--- config.mk ---
export PLATFORM = sky130hd
export DESIGN_NAME = serial_sum_collector
export DESIGN_NICKNAME = d
export VERILOG_FILES = /design/src/rtl/serial_sum_collector.sv
export SDC_FILE = /design/constraint.sdc
export NUM_CORES = 1
export LEC_CHECK = 0
export ABC_AREA = 1
export BUFFER_PORTS_ARGS = -buffer_cell sky130_fd_sc_hd__buf_4
export CORE_MARGIN = 2
export CORE_UTILIZATION = 62
export CTS_CLUSTER_SIZE = 8
export DETAILED_ROUTE_END_ITERATION = 8
export PLACE_DENSITY_LB_ADDON = 0.3
export SETUP_SLACK_MARGIN = 0.15
export SLEW_MARGIN = 20
export SYNTH_ARGS = -nofsm -noshare
export SYNTH_HDL_FRONTEND = slang
export SYNTH_SLANG_ARGS = --single-unit
--- constraint.sdc ---
create_clock -name clk -period 2.9 [get_ports clk]
set_clock_uncertainty 0.1 [all_clocks]
set_input_delay 0.435 -clock clk [delete_from_list [all_inputs] [get_ports clk]]
set_output_delay 0.435 -clock clk [all_outputs]
set_load 0.02 [all_outputs]
--- src/rtl/serial_sum_collector.sv ---
// serial_sum_collector
//
// Downstream stage of the bit-serial adder. Assembles the LSB-first serial
// sum bit `s` into WORD_W-bit words, captures the carry `c` on each word's
// last bit as the word's carry-out, and queues completed words in a
// 2-entry in-order FIFO behind a valid/ready handshake.
//
// Parameters:
//   WORD_W    bits per serial word (>= 2)
//   CNT_W     width of the completed-word counter
//
// Ports:
//   clk        rising-edge clock
//   rst_n      asynchronous active-low reset
//   in_valid   s/c carry a valid bit this cycle
//   s          serial sum bit, LSB first
//   c          adder carry; sampled only on a word's last bit
//   out_ready  consumer accepts the FIFO head
//   out_valid  FIFO non-empty
//   out_sum    FIFO head sum word
//   out_cout   FIFO head carry-out
//   word_cnt   words pushed since reset, wraps modulo 2^CNT_W
//   err_drop   sticky: a completed word was dropped on a full FIFO
//
// All outputs come straight from registers; there is no combinational
// path from any input to any output.

module serial_sum_collector #(
    parameter int WORD_W = 12,
    parameter int CNT_W  = 8
) (
    input  logic              clk,
    input  logic              rst_n,
    input  logic              in_valid,
    input  logic              s,
    input  logic              c,
    input  logic              out_ready,
    output logic              out_valid,
    output logic [WORD_W-1:0] out_sum,
    output logic              out_cout,
    output logic [CNT_W-1:0]  word_cnt,
    output logic              err_drop
);

    localparam int BCNT_W = (WORD_W > 2) ? $clog2(WORD_W) : 1;
    localparam logic [BCNT_W-1:0] LAST_BIT = BCNT_W'(WORD_W - 1);

    // Bit position of the next incoming bit within the current word.
    logic [BCNT_W-1:0] bcnt;
    // Bits received so far; the oldest bit sits at index 0. Only WORD_W-1
    // bits are stored: the last bit goes straight from `s` into the word.
    logic [WORD_W-2:0] shreg;

    // FIFO as a head/tail register pair so the head is always a plain
    // register and simply holds its value once the FIFO drains.
    logic [1:0]        fill;
    logic [WORD_W-1:0] head_sum;
    logic              head_cout;
    logic [WORD_W-1:0] tail_sum;
    logic              tail_cout;

    logic [WORD_W-1:0] new_word;
    logic              last_bit;
    logic              pop;
    logic              push_ok;
    logic              drop;

    assign new_word = {s, shreg};

    // NOTE: every always_comb output gets a default first so no path leaves
    // a signal unassigned, which would otherwise infer a latch.
    always_comb begin
        last_bit = 1'b0;
        pop      = 1'b0;
        push_ok  = 1'b0;
        drop     = 1'b0;

        last_bit = in_valid && (bcnt == LAST_BIT);
        pop      = (fill != 2'd0) && out_ready;
        // A completing word fits if the FIFO is not full, or if the head
        // leaves on the same edge.
        push_ok  = last_bit && ((fill != 2'd2) || pop);
        drop     = last_bit && !push_ok;
    end

    // Serial deserializer: frozen while in_valid is low, so gaps are free.
    // NOTE: sequential state uses non-blocking assignments so every register
    // samples pre-edge values, independent of statement order.
    always_ff @(posedge clk or negedge rst_n) begin
        if (!rst_n) begin
            bcnt  <= '0;
            shreg <= '0;
        end else if (in_valid) begin
            shreg <= new_word[WORD_W-1:1];
            bcnt  <= last_bit ? '0 : bcnt + 1'b1;
        end
    end

    // FIFO, word counter and sticky drop flag.
    // NOTE: the data registers are reset as well because they drive out_sum
    // and out_cout directly, which must read 0 out of reset.
    always_ff @(posedge clk or negedge rst_n) begin
        if (!rst_n) begin
            fill      <= 2'd0;
            head_sum  <= '0;
            head_cout <= 1'b0;
            tail_sum  <= '0;
            tail_cout <= 1'b0;
            word_cnt  <= '0;
            err_drop  <= 1'b0;
        end else begin
            case ({push_ok, pop})
                2'b10: begin
                    if (fill == 2'd0) begin
                        head_sum  <= new_word;
                        head_cout <= c;
                    end else begin
                        tail_sum  <= new_word;
                        tail_cout <= c;
                    end
                    fill <= fill + 2'd1;
                end
                2'b01: begin
                    // Popping the last entry leaves the head holding its
                    // stale value.
                    if (fill == 2'd2) begin
                        head_sum  <= tail_sum;
                        head_cout <= tail_cout;
                    end
                    fill <= fill - 2'd1;
                end
                2'b11: begin
                    // Occupancy unchanged; the new word lands behind
                    // whatever remains after the pop.
                    if (fill == 2'd1) begin
                        head_sum  <= new_word;
                        head_cout <= c;
                    end else begin
                        head_sum  <= tail_sum;
                        head_cout <= tail_cout;
                        tail_sum  <= new_word;
                        tail_cout <= c;
                    end
                end
                default: ;
            endcase

            if (push_ok) begin
                word_cnt <= word_cnt + 1'b1;
            end
            if (drop) begin
                err_drop <= 1'b1;
            end
        end
    end

    assign out_valid = (fill != 2'd0);
    assign out_sum   = head_sum;
    assign out_cout  = head_cout;

endmodule
==> results.ini, run 1 <==
[run_status]
status=complete, no violations

[route]
via_count=1945
drc=0
vias_per_cell=5.19
antenna_left=0
routedWlPerCell_um=12.7
drt_wl_total_um=4750
drt_iter0_markers=130
first_pass_iters=5

[clocking]
clockBufferDepth=2
cts_buffers=5
path_clk_slew_ps=90
clkLatencyLatePin_ps=310
htreeDepth=2
cts.sinks=52
cts_tree=yes
ctsHoldBuffers=0
postCtsSetupBuffers=0
cts_resized=0
clockRootBuffer=clkbuf_8

[floorplanning]
die_y_um=68.2
die_w_um=68.2
start_util=0.643
ioPinCount=29
core_um2=3970
rows=23
die-area_um2=4650

[sta]
tightest_slew_ps=645
period_needed_ps=1960
hold_viol=0
slew_headroom=0.570
whs_ps=36.6
slew_viol_final=0
tns_ps=0
fmax_mhz=511
rsz0062_at_grt=no
setup_violations=0
finalCritPeriodShare=0.674

[power_and_ir_drop]
power_density_nw_per_um2=959
comb_power_share=0.410
power_mw=2.74
cellLeakagePower_nw=1.56
p_int_mw=1.64
vdd_ir_drop_max_v=0.000583
pwr-share-clk=0.181
power_frac_seq=0.409
p_switching_mw=1.10
swShare=0.401

[yosys]
synth_nets=310
synth-seq-cells=52
synth.area.top_cells=dfrtp_1 (51%), nand2_1 (14%), inv_1 (6.3%)
synth_area_per_cell_um2=8.54
yosysTopAreaCellShare=0.510
synth_cells=299
synth_cell_types=25
synth_top_area_cell=dfrtp_1
yosys_warnings=0
yosysSeqAreaShare=0.510
syn_area_um2=2550
synth-edff-count=0
synth_flop_cell=dfrtp_1
async_reset_ff_frac=1.00

[worst_setup_path]
crit_required_ps=3010
cp-end-kind=register
worstSetupStartpointType=register
criticalPathCategory=reg -> reg
crit_fanout=14
cp_data_arrival_time_ps=2060

[place]
dpl-instance-area_um2=2750
gp_congestion=0.821
place_hpwl_um=3300
port_buffers=28

[global_routing]
grt_pass1_vias=1768
grt_max_degree=53
overflow=0
grt_pass1_wl_um=7960
grtUsageTotal=0.232
grt_antenna_before_repair=0

[cells_and_area]
final_cell_mix=nand2_1 (97), dfrtp_1 (52), inv_1 (43)
final_common_cell=nand2_1
drive_gt1_frac=0.194
final_nets=335
final_area_um2=2860
syn_to_final_growth_pct=11.9
diodes=0

[flow_run]
max_cap_violations=0

[worst_hold_path]
hold_class=in -> async

## stage by stage
stage,instances,setup slack (ps),utilization
after detailed placement,367,972,0.691
after CTS,375,969,0.719
final,375,945,0.719
after global placement,367,1010,0.691
after floorplan,299,1140,-
after global routing,375,773,0.719
## power by group through the flow
stage,logic [mW],registers [mW],clock network [mW]
finish,1.12,1.12,0.497
global route,1.26,1.15,0.534
CTS,1.13,1.12,0.506
detailed placement,1.13,1.13,0
global placement,1.09,1.12,0
floorplan,0.711,1.23,0
## critical path, cell delays in order (launching register included)
cell and delay, ps:
dfrtp_1 380, inv_1 80, ha_1 210, inv_1 150, nand2_1 80, nand2_1 70, inv_1 60, a21oi_4 340
inv_2 210, nand2_1 110, nand2_1 60
## metal layers
| metal | track usage | wire length [um] | share of wire |
|---|---|---|---|
| met5 | 0 | 0 | 0 |
| met4 | 0.0975 | 74 | 0.016 |
| met3 | 0.0378 | 160 | 0.034 |
| met2 | 0.357 | 2230 | 0.47 |
| met1 | 0.326 | 2280 | 0.48 |
## cell type report
class	count	area [um^2]
clock buffers	5	68.8
fillers	314	1110
inverters	47	179
well taps	50	62.6
flip-flops and latches	52	1300
multi-input cells	190	992
clock inverters	3	42.5
repair buffers	28	210
## flip-flops by register name, summed over array words and instances, names as in the netlist
name and cells:
out_sum 12, tail_sum 12, shreg 11, word_cnt 8, bcnt 4, fill 2, err_drop 1, out_cout 1
tail_cout 1
## Yosys cell counts (3+ instances only)
library cell,count
a21oi_1,4
buf_6,5
dfrtp_1,52
ha_1,5
inv_1,43
inv_2,3
nand2_1,97
nand2_4,4
nand3_1,30
nand4_1,3
nor2_1,8
o21ai_0,14
o21ai_2,13
xor2_1,4
## cell families (layout without fill, tap and decap cells)
logic type               after synthesis  after routing  synth area share
AND/OR/NAND/NOR                      146            146             0.253
AO/OA/AOI/OAI                         33             33            0.0892
multiplexers                           1              1           0.00441
buffers and inverters                 57             83             0.102
flip-flops                            52             52             0.510
adder cells (fa/ha/maj)                5              5            0.0245
XOR/XNOR                               5              5            0.0171
## final timing paths
path                                   startpoint                       end  slack (ps)  cells past startpoint
setup / recovery              fill[0]$_DFFE_PN0P_    out_sum[3]$_DFFE_PN0P_         940                     10
hold / removal                              rst_n       fill[1]$_DFFE_PN0P_          40                      1
setup reg to reg              fill[0]$_DFFE_PN0P_    out_sum[3]$_DFFE_PN0P_         940                     10
hold reg to reg            out_sum[2]$_DFFE_PN0P_    out_sum[2]$_DFFE_PN0P_         390                      2
max in group asynchronous                   rst_n  tail_sum[10]$_DFFE_PN0P_        2220                      1
min in group clk                                s     shreg[10]$_DFFE_PN0P_         280                      3
No activity file was read; power rests on OpenSTA's default activity.
==> run 2, diff against run 1 <==
--- a/config.mk
+++ b/config.mk
@@ -8,7 +8,7 @@
 export ABC_AREA = 1
 export BUFFER_PORTS_ARGS = -buffer_cell sky130_fd_sc_hd__buf_4
 export CORE_MARGIN = 2
-export CORE_UTILIZATION = 62
+export CORE_UTILIZATION = 58
 export CTS_CLUSTER_SIZE = 8
 export DETAILED_ROUTE_END_ITERATION = 8
 export PLACE_DENSITY_LB_ADDON = 0.3
==> constraint.sdc (replaced) <==
create_clock -name clk -period 1.8 [get_ports clk]
set_clock_uncertainty 0.1 [all_clocks]
set_input_delay 0.27 -clock clk [delete_from_list [all_inputs] [get_ports clk]]
set_output_delay 0.27 -clock clk [all_outputs]
set_load 0.02 [all_outputs]
==> run 2 against run 1 <==
Count of clock-buffer cells in the layout grew 1; sequential cell count is the same; clock power grew 28%; sequential power grew 62%; sequential share of layout area shrank 4.4 points; non-clock buffer count grew 13; largest power group is now combinational cells.
==> results.ini, run 2 (synthesis gave the netlist of run 1 again) <==
[worst_setup_path]
worst_path_largest_cell_delay_ps=430  ; +50 ps
crit_required_ps=1950  ; -1060 ps
crit_fanout=6  ; -8
crit_path_cell_trace=inv_2 -> ha_4 -> inv_4 -> nand2_4 -> nand2_2 -> inv_2 -> a21oi_4 -> buf_12 -> clkbuf_16 -> nand3_2 -> nand2_1
crit_top_cell=inv_2
cp_data_arrival_time_ps=1760  ; -300 ps
cp-end-kind=register
criticalPathCategory=reg -> reg
crit_slowest_cell=dfrtp_1
worstSetupStartpointType=register

[route]
routedWlPerCell_um=14.0  ; +10%
via_count=2066  ; +6.2%
antenna_left=0  ; unchanged
vias_per_cell=5.27  ; +1.6%
drt_wl_total_um=5480  ; +15%
drc=0  ; unchanged
first_pass_iters=5  ; unchanged
drt_iter0_markers=89  ; -32%

[global_routing]
overflow=0  ; unchanged
grt_antenna_before_repair=0  ; unchanged
grt_pass1_vias=1899  ; +7.4%
grt_max_degree=53  ; unchanged
grt_pass1_wl_um=8360  ; +4.9%
grtUsageTotal=0.211  ; -0.0204

[clocking]
cts_tree=yes
htreeDepth=2  ; unchanged
cts.sinks=52  ; unchanged
path_clk_slew_ps=90  ; about the same
cts_buffers=5  ; unchanged
clockBufferDepth=2  ; unchanged
clkLatencyLatePin_ps=300  ; about the same
clockRootBuffer=clkbuf_8

[cells_and_area]
final_common_cell=nand2_1
final_nets=351  ; +4.8%
drive_gt1_frac=0.297  ; +0.103
final_cell_mix=nand2_1 (94), dfrtp_1 (52), inv_1 (37)
diodes=0  ; unchanged
syn_to_final_growth_pct=23.8

[power_and_ir_drop]
power_density_nw_per_um2=1550  ; +62%
cellLeakagePower_nw=1.64  ; +5.4%
vdd_ir_drop_max_v=0.000790  ; +36%
power_mw=4.90  ; +79%

[sta]
slew_headroom=0.563  ; -0.00751
hold_viol=0  ; unchanged
tightest_slew_ps=656  ; +11.3 ps
tns_ps=0  ; unchanged
setup_violations=0  ; unchanged
slew_viol_final=0  ; unchanged
finalCritPeriodShare=0.899  ; +0.225
fmax_mhz=618  ; +21%
finalWorstSetupSlack_ps=182  ; -763 ps
period_needed_ps=1620  ; -337 ps
rsz0062_at_grt=yes

[floorplanning]
start_util=0.595  ; -0.0483
die_w_um=70.4  ; +3.2%
die-area_um2=4950  ; +6.5%
rows=24  ; +4.3%
die_y_um=70.4  ; +3.2%
core_um2=4290  ; +8.1%
ioPinCount=29  ; unchanged

[place]
place_hpwl_um=3160  ; -4.3%
gp_congestion=0.782  ; -4.7%
place_ws_ps=35.5  ; -936 ps
port_buffers=28  ; unchanged

[worst_hold_path]
hold_class=in -> reg

[flow_run]
max_cap_violations=0  ; unchanged

[run_status]
status=complete, no violations

## run 2: worst max-delay path, delay by kind of cell, from the launching register on
| family | cells | cell delay, ps |
|---|---|---|
| AO/OA/AOI/OAI | 1 | 130 |
| adder cells (fa/ha/maj) | 1 | 180 |
| buffers and inverters | 5 | 470 |
| flip-flops | 1 | 430 |
| AND/OR/NAND/NOR | 4 | 250 |
## run 2: repair_timing
action | 4_1_cts | 5_1_grt
endpoints found under the hold margin | 52 | 0
setup buffers | 1 | 6
setup endpoints to repair | 26 | 30
hold buffers | 1 | 0
cloned | 1 | 3
gates resized for setup | 8 | 33
pin swaps | 0 | 26
## run 2: per-stage QoR
step                 util  area [um^2]  cells  hold WS [ps]
floorplan               -         2560    299          -126
global placement    0.648         2780    373           241
detailed placement  0.648         2780    373           244
CTS                 0.683         2930    383          88.4
global route        0.736         3160    392           111
finish              0.736         3160    392          89.7
## run 2: worst paths after layout
path	cells after the start	from	to	slack, ps
worst min-delay path	3	s	shreg[10]$_DFFE_PN0P_	90
min in group asynchronous	2	rst_n	word_cnt[3]$_DFFE_PN0P_	430
worst max-delay path	11	fill[1]$_DFFE_PN0P_	out_sum[5]$_DFFE_PN0P_	180
max in group asynchronous	2	rst_n	tail_sum[4]$_DFFE_PN0P_	730
worst max register to register	11	fill[1]$_DFFE_PN0P_	out_sum[5]$_DFFE_PN0P_	180
worst min register to register	2	out_sum[2]$_DFFE_PN0P_	out_sum[2]$_DFFE_PN0P_	380
## run 2: power by group
part           internal (mW)  switching, mW  total [mW]
logic                   1.03           1.43        2.46
registers               1.55          0.255        1.81
clock network          0.266          0.372       0.638
total                   2.84           2.06        4.90
## run 2: per-layer routing
metal	vias up	wire, um	GRT usage
met5	-	0	0
met4	0	82	0.0577
met3	12	254	0.0491
met2	52	2780	0.374
met1	989	2360	0.256
li1	1013	-	-
## run 2: final cells by class
class                   instances  area, um^2
flip-flops and latches         52        1300
multi-input cells             192        1160
fillers                       311        1130
repair buffers                 41         360
inverters                      47         191
clock buffers                   6        72.6
well taps                      52        65.1
repair inverters                1        6.26
clock inverters                 1        5.00
==> run 3, diff against run 2 <==
--- a/config.mk
+++ b/config.mk
@@ -12,6 +12,7 @@
 export CTS_CLUSTER_SIZE = 8
 export DETAILED_ROUTE_END_ITERATION = 8
 export PLACE_DENSITY_LB_ADDON = 0.3
+export REMOVE_ABC_BUFFERS = 1
 export SETUP_SLACK_MARGIN = 0.15
 export SLEW_MARGIN = 20
 export SYNTH_ARGS = -nofsm -noshare
==> run 3 against run 2 <==
Global-route usage up 0.82 points; die area did not move; worst setup slack better by 25 ps; sequential cell count unchanged; clock power increased by 5.0%; non-clock buffer count down 4; first-iteration DRC count is 92% higher; final area is 5.1% lower; combinational power is 15% lower; critical endpoint is now out_sum[6]$_DFFE_PN0P_.
==> results.ini, run 3 (synthesis gave the netlist of run 1 again) <==
[floorplanning]
start_util=0.595  ; unchanged
rows=24  ; unchanged
ioPinCount=29  ; unchanged
die_y_um=70.4  ; unchanged
die-area_um2=4950  ; unchanged
core_um2=4290  ; unchanged
die_w_um=70.4  ; unchanged

[cells_and_area]
final_area_um2=3000  ; -5.1%
layoutNonFillerInstCount=387  ; -1.3%
final_cell_mix=nand2_1 (95), dfrtp_1 (52), inv_1 (38)
final_nets=345  ; -1.7%
final_common_cell=nand2_1
drive_gt1_frac=0.248  ; -0.0493
syn_to_final_growth_pct=17.4
diodes=0  ; unchanged

[route]
drt_iter0_markers=171  ; +92%
drc=0  ; unchanged
drt_wl_total_um=4930  ; -10%
antenna_left=0  ; unchanged
routedWlPerCell_um=12.7  ; -8.9%
vias_per_cell=5.14  ; -2.5%
first_pass_iters=4  ; -1
via_count=1989  ; -3.7%

[sta]
rsz0062_at_grt=yes
slew_viol_final=0  ; unchanged
hold_viol=0  ; unchanged
tns_ps=0  ; unchanged
slew_headroom=0.570  ; +0.00769
setup_violations=0  ; unchanged
whs_ps=76.0  ; -13.7 ps
fmax_mhz=628  ; +1.6%
period_needed_ps=1590  ; -25.3 ps
finalCritPeriodShare=0.885  ; -0.0141
tightest_slew_ps=645  ; -11.5 ps

[clocking]
clkLatencyLatePin_ps=310  ; about the same
clockRootBuffer=clkbuf_8
cts_buffers=5  ; unchanged
path_clk_slew_ps=100  ; about the same
cts.sinks=52  ; unchanged
cts_tree=yes
clockBufferDepth=2  ; unchanged
htreeDepth=2  ; unchanged

[run_status]
status=complete, no violations

[place]
port_buffers=28  ; unchanged
placedCellCount=376  ; +0.80%
gp_congestion=0.813  ; +3.9%
dpl-instance-area_um2=2800  ; +0.63%
place_hpwl_um=3270  ; +3.4%

[worst_setup_path]
crit_required_ps=1940  ; about the same
cp-end-kind=register
r2r_cells=8  ; -3
crit_path_cell_trace=inv_2 -> ha_2 -> inv_2 -> buf_4 -> a21oi_4 -> buf_6 -> nand3_1 -> nand2_1
crit_fanout=6  ; unchanged
cp_data_arrival_time_ps=1740  ; -20 ps
worst_path_largest_cell_delay_ps=420  ; about the same
crit_top_cell=inv_2
worstSetupStartpointType=register
crit_slowest_cell=dfrtp_1
criticalPathCategory=reg -> reg

[power_and_ir_drop]
p_switching_mw=1.90  ; -7.6%
p_int_mw=2.66  ; -6.3%
swShare=0.417  ; -0.00332
vdd_ir_drop_max_v=0.000754  ; -4.5%
cellLeakagePower_nw=1.59  ; -3.4%
power_density_nw_per_um2=1520  ; -1.8%
comb_power_share=0.459  ; -0.042
pwr-share-clk=0.147  ; +0.017
power_frac_seq=0.394  ; +0.025

[global_routing]
overflow=0  ; unchanged
grt_max_degree=53  ; unchanged
grt_antenna_before_repair=0  ; unchanged
grt_pass1_vias=1984  ; +4.5%
grt_pass1_wl_um=8610  ; +3.1%
grtUsageTotal=0.219  ; +0.00821

[worst_hold_path]
whs_path_depth=3  ; unchanged
hold_class=in -> reg

[flow_run]
max_cap_violations=0  ; unchanged

run 3: cell types whose count changed in the layout (fill, tap and decap cells not counted), moves of 2 or more:
cell and change:
buf_12 -2, clkinvlp_4 +2, ha_2 +2, inv_2 -2, inv_4 +2, nand3_1 +13
nand3_2 -12
run 3: critical path, delay by kind of cell, from the launching register on:
| kind | cells | cell delay, ps |
|---|---|---|
| compound gates | 1 | 190 |
| buf+inv | 4 | 450 |
| flops | 1 | 420 |
| simple gates | 2 | 170 |
| fa+ha+maj | 1 | 210 |
run 3: final timing paths:
check | startpoint | endpoint | slack, ps
max | fill[0]$_DFFE_PN0P_ | out_sum[6]$_DFFE_PN0P_ | 210
min | s | shreg[10]$_DFFE_PN0P_ | 80
max reg2reg | fill[0]$_DFFE_PN0P_ | out_sum[6]$_DFFE_PN0P_ | 210
min reg2reg | out_sum[1]$_DFFE_PN0P_ | out_sum[1]$_DFFE_PN0P_ | 380
max in group asynchronous | rst_n | bcnt[1]$_DFFE_PN0P_ | 750
min in group asynchronous | rst_n | bcnt[3]$_DFFE_PN0P_ | 420
run 3: per-stage QoR:
stage	setup WS, ps	power [mW]	util
CTS	167	4.50	0.689
floorplan	31.5	3.04	-
detailed placement	11.9	3.70	0.652
finish	207	4.57	0.698
global route	137	4.90	0.698
global placement	137	3.63	0.652
run 3: cell type report:
type                    instances  area [um^2]
fillers                       341         1300
multi-input cells             191         1060
repair buffers                 37          288
clock buffers                   5         68.8
clock inverters                 3         23.8
flip-flops and latches         52         1300
inverters                      47          186
well taps                      52         65.1
run 3: timing repair:
| item | 4_1_cts | 5_1_grt |
|---|---|---|
| setup buffers | 0 | 1 |
| hold buffers | 1 | 0 |
| cloned | 1 | 0 |
| gates resized for setup | 14 | 8 |
| pin swaps | 0 | 2 |
| endpoints found under the hold margin | 52 | 0 |
| setup endpoints to repair | 29 | 30 |
run 3: metal layers:
| layer | share of wire | global-route usage | up-vias |
|---|---|---|---|
| met3 | 0.044 | 0.0404 | 7 |
| met5 | 0 | 0 | - |
| li1 | - | - | 998 |
| met4 | 0.014 | 0.0983 | 0 |
| met2 | 0.48 | 0.356 | 45 |
| met1 | 0.46 | 0.286 | 939 |
run 3: power groups by stage:
| stage | combinational (mW) | clock (mW) | sequential (mW) |
|---|---|---|---|
| finish | 2.10 | 0.670 | 1.80 |
| global route | 2.33 | 0.723 | 1.85 |
| CTS | 2.01 | 0.693 | 1.79 |
| detailed placement | 1.89 | 0 | 1.81 |
| global placement | 1.83 | 0 | 1.80 |
| floorplan | 1.06 | 0 | 1.98 |
